<file path="src/rtl/quad_decoder.sv">
// Quadrature encoder decoder: per-channel glitch filters feed a Gray-code step
// decoder that drives a signed, wrap-around position counter.
module quad_decoder #(
    parameter int COUNT_W    = 16,
    parameter int FILTER_LEN = 4
) (
    input  logic               clk,
    input  logic               rst_n,
    input  logic               enc_a,
    input  logic               enc_b,
    input  logic               clear,
    output logic [COUNT_W-1:0] count,
    output logic               dir,
    output logic               step,
    output logic               err,
    output logic               err_sticky,
    output logic               ready
);
    localparam logic [3:0] FILT_LAST = 4'(FILTER_LEN - 1);
    localparam logic [4:0] INIT_LAST = 5'(FILTER_LEN);

    typedef enum logic {INIT, RUN} state_t;

    state_t     state;
    logic       filt_a;
    logic       filt_b;
    logic [3:0] cnt_a;
    logic [3:0] cnt_b;
    logic [1:0] prev;
    logic [4:0] init_timer;
    logic [1:0] cur;
    logic       fwd;
    logic       rev;
    logic       bad;

    assign cur = {filt_a, filt_b};

    // A level is accepted only after FILTER_LEN consecutive differing samples.
    always_ff @(posedge clk or negedge rst_n) begin
        if (!rst_n) begin
            filt_a <= 1'b0;
            filt_b <= 1'b0;
            cnt_a  <= '0;
            cnt_b  <= '0;
        end else begin
            if (enc_a == filt_a) begin
                cnt_a <= '0;
            end else if (cnt_a == FILT_LAST) begin
                filt_a <= enc_a;
                cnt_a  <= '0;
            end else begin
                cnt_a <= cnt_a + 4'd1;
            end

            if (enc_b == filt_b) begin
                cnt_b <= '0;
            end else if (cnt_b == FILT_LAST) begin
                filt_b <= enc_b;
                cnt_b  <= '0;
            end else begin
                cnt_b <= cnt_b + 4'd1;
            end
        end
    end

    always_comb begin
        fwd = 1'b0;
        rev = 1'b0;
        bad = 1'b0;
        case ({prev, cur})
            4'b00_01, 4'b01_11, 4'b11_10, 4'b10_00: fwd = 1'b1;
            4'b00_10, 4'b10_11, 4'b11_01, 4'b01_00: rev = 1'b1;
            4'b00_11, 4'b11_00, 4'b01_10, 4'b10_01: bad = 1'b1;
            default: ;
        endcase
    end

    // INIT lets the filters settle on the resting encoder level before any
    // transition is decoded, so a non-zero resting state raises no error.
    always_ff @(posedge clk or negedge rst_n) begin
        if (!rst_n) begin
            state      <= INIT;
            init_timer <= '0;
            prev       <= 2'b00;
            count      <= '0;
            dir        <= 1'b1;
            step       <= 1'b0;
            err        <= 1'b0;
            err_sticky <= 1'b0;
            ready      <= 1'b0;
        end else begin
            step <= 1'b0;
            err  <= 1'b0;
            prev <= cur;
            case (state)
                INIT: begin
                    if (init_timer == INIT_LAST) begin
                        state <= RUN;
                        ready <= 1'b1;
                    end else begin
                        init_timer <= init_timer + 5'd1;
                    end
                end
                RUN: begin
                    if (fwd) begin
                        step  <= 1'b1;
                        dir   <= 1'b1;
                        count <= count + COUNT_W'(1);
                    end else if (rev) begin
                        step  <= 1'b1;
                        dir   <= 1'b0;
                        count <= count - COUNT_W'(1);
                    end else if (bad) begin
                        err        <= 1'b1;
                        err_sticky <= 1'b1;
                    end
                end
                default: ;
            endcase
            // clear wins over a same-edge step or error; the err pulse itself survives
            if (clear) begin
                count      <= '0;
                err_sticky <= 1'b0;
            end
        end
    end
endmodule

</file>
<file path="config.mk">
export PLATFORM = sky130hd
export DESIGN_NAME = quad_decoder
export DESIGN_NICKNAME = d
export VERILOG_FILES = /design/src/rtl/quad_decoder.sv
export SDC_FILE = /design/constraint.sdc
export NUM_CORES = 1
export LEC_CHECK = 0
export ABC_AREA = 0
export BUFFER_PORTS_ARGS = -buffer_cell sky130_fd_sc_hd__buf_2
export CAP_MARGIN = 30
export CORE_ASPECT_RATIO = 0.8
export CORE_MARGIN = 8
export CORE_UTILIZATION = 43
export CTS_BUF_LIST = sky130_fd_sc_hd__clkbuf_8
export CTS_CLUSTER_DIAMETER = 120
export DETAILED_ROUTE_END_ITERATION = 16
export MAX_ROUTING_LAYER = met4
export SETUP_SLACK_MARGIN = 0.15
export SLEW_MARGIN = 0
export SYNTH_ARGS = -nofsm -noshare
export SYNTH_HDL_FRONTEND = slang
export SYNTH_SLANG_ARGS = --single-unit
</file>
<file path="constraint.sdc">
create_clock -name clk -period 3.9 [get_ports clk]
set_clock_uncertainty 0.05 [all_clocks]
set_input_delay 0.78 -clock clk [delete_from_list [all_inputs] [get_ports clk]]
set_output_delay 0.78 -clock clk [all_outputs]
set_load 0.02 [all_outputs]
</file>
==> results.toml <==
[routing]
drc = 0
drtIter0Drc = 68
drtAntennaViolNets = 0
wl_per_cell_um = 14.2
dr.pass1.iters = 4
vias_per_cell = 5.39
num_vias = 1740
drt-total-wl_um = 4600

[clock_network]
clock_sinks = 39
htreeDepth = 2
cts_setup_buffers = 0
cts_root_buf = "clkbuf_8"
cts_made_buffers = 5
cts_max_path_buffers = 2
clk_pin_slew_ps = 80
insertion_delay_ps = 290
cts_tree = "done"
cts_resized = 0
cts_hold_buf = 0

[timing]
hold_violations = 0
fin_crit_sh_pct = 85.6
slew_headroom_pct = 42.7
timing.setup.tns_ps = 0
post-route-min-period_ps = 3340
fmax_mhz = 300
setup_viol = 0
rsz0062_at_grt = "false"
drv_slew = 0
worstMarginPinSlew_ps = 859

[synth]
ys_ff_latch = 39
yosysWarnings = 0
seq_area_frac_synth_pct = 42.7
yosys.area.top_type = "dfrtp_1"
synth_edf_count = 0
synth_async_sr_flop_share_pct = 100
synthTopCellsByArea = "dfrtp_1, ha_1, xnor2_1"
avgSynthCellArea_um2 = 9.86
synth_area_um2 = 2290
synthFlopType = "dfrtp_1"
syn_inst = 232
synth_fp_nets = 256
yosysUniqueCellTypes = 49
synth_top_area_share_pct = 41.6

[finish]
nets = 284
fillCellCount = 472
stdcell_area_um2 = 2560
area_growth_pct = 11.9
drive_above_1_share_pct = 15.3
utilization_pct = 50.5
n_antenna_cell = 0

[worst_hold_path]
min_path_cells = 1
hold_path_class = "flop to flop"

[floorplan]
die_h_um = 81.2
rows = 23
core-area_um2 = 5060
io_pins = 26
die_area_um2 = 7920
die_w_um = 97.5
initial_core_util_pct = 45.2

[placement]
dpl.hpwl_um = 3330
port-buffer-count = 25
placed_cell_area_um2 = 2480
gp_congestion = 0.817

[worst_setup_path]
slowest_stage = "o31ai_1"
endpoint_kind = "flop"
worstPathRequired_ps = 4030
rr_worst_depth = 10
crit_path_cell_trace = "xor2_1 > and2_1 > inv_1 > ha_1 > a211oi_1 > o21bai_1 > o31ai_1 > o41a_2 > mux2i_1 > mux2_2"
cp-start-kind = "flop"
arrival_ps = 3460
critPathKind = "flop to flop"
cp_max_fo = 15
slowest_delay_ps = 460

[grt]
grt_antenna_before_repair = 0
grt_pass1_vias = 1633
grt_start_max_net_pins = 40
grt_pass1_wl_um = 8060
grt_use_total_pct = 12.7
overflow = 0

[run_status]
status = "completed"

[run]
cap_viol_max_count = 0
==> layout make-up <==
type	count	area (µm²)	area share, %
Sequential cell	39	977	38.2
Inverter	10	37.5	1.47
Clock buffer	5	68.8	2.69
Tap cell	62	77.6	3.03
Multi-Input combinational cell	178	1250	48.9
Clock inverter	3	12.5	0.489
Timing Repair Buffer	26	133	5.18
==> flip-flops by register name (all words and copies together) (netlist names) <==
register    flops
cnt_a           4
cnt_b           4
count          16
dir             1
err             1
err_sticky      1
filt_a          1
filt_b          1
init_timer      5
prev            2
ready           1
state           1
step            1
==> worst max-delay path: cells and delay by family, from the launching register on <==
| kind | cells | cell delay, ps |
|---|---|---|
| mux | 2 | 520 |
| flops | 1 | 450 |
| compound gates | 4 | 1110 |
| fa+ha+maj | 1 | 340 |
| simple gates | 1 | 190 |
| xor+xnor | 1 | 180 |
| buf+inv | 1 | 390 |
==> path summary, 6_finish.rpt <==
kind | start | endpoint | slack, ps
setup reg to reg | filt_b | count[15] | 560
setup / recovery | filt_b | count[15] | 560
min in group asynchronous | rst_n | init_timer[3] | 540
hold / removal | ready | ready | 400
max in group asynchronous | rst_n | prev[0] | 2710
hold reg to reg | ready | ready | 400
==> through the flow <==
step / setup WS (ps) / instances / hold WS [ps]
floorplan: 911 / 232 / 394
global placement: 644 / 315 / 388
detailed placement: 532 / 315 / 393
CTS: 512 / 323 / 410
global route: 256 / 323 / 442
finish: 562 / 323 / 402
==> synthesized netlist by cell type, drive strengths merged, types with 5 or more instances <==
| cell | instances |
|---|---|
| xnor2 | 10 |
| a21oi | 17 |
| ha | 18 |
| xor2 | 10 |
| nand3 | 9 |
| inv | 9 |
| nor2 | 18 |
| nor2b | 5 |
| dfrtp | 38 |
| a211oi | 5 |
| o21ai | 12 |
| nor3 | 5 |
| nand2 | 17 |
==> cells in the final DEF, fill, tap and decap left out, types with 2 or more instances in the layout <==
master    synthesis  final
dfrtp_1          38     38
buf_2             1     25
nor2_1           18     18
ha_1             18     18
a21oi_1          17     17
nand2_1          17     17
o21ai_0          12     12
inv_1             9     11
xnor2_1          10     10
xor2_1           10     10
nand3_1           9      9
nor3_1            5      5
a211oi_1          5      5
clkbuf_8          0      5
nor2b_1           4      4
o21a_1            4      4
nand2b_1          3      3
nor3b_1           3      3
mux2_2            3      3
a21o_1            3      3
mux2i_1           3      3
nand3b_1          2      2
and2_1            2      2
and3_1            2      2
nand4_1           2      2
o31a_1            2      2
a211o_1           2      2
nor4_1            2      2
a31oi_1           2      2
nor4b_1           2      2
==> per-layer routing <==
| layer | global-route usage (%) | vias to the layer above | share of wire (%) |
|---|---|---|---|
| met2 | 17.1 | 36 | 39 |
| met5 | - | - | 0 |
| met1 | 17.7 | 801 | 56 |
| li1 | - | 898 | - |
| met3 | 3.56 | 5 | 4.8 |
| met4 | 3.92 | 0 | 0.83 |
==> logic make-up after synthesis <==
kind of cell    Yosys count  synth area share (%)
buf+inv                  15                  2.52
mux                       6                  2.79
xor+xnor                 20                  7.66
fa+ha+maj                19                  10.7
simple gates             73                  16.3
compound gates           60                  17.3
flops                    39                  42.7
Power is not shown: default switching activity piles up to over one toggle a cycle in this logic, so the estimate is an artifact.
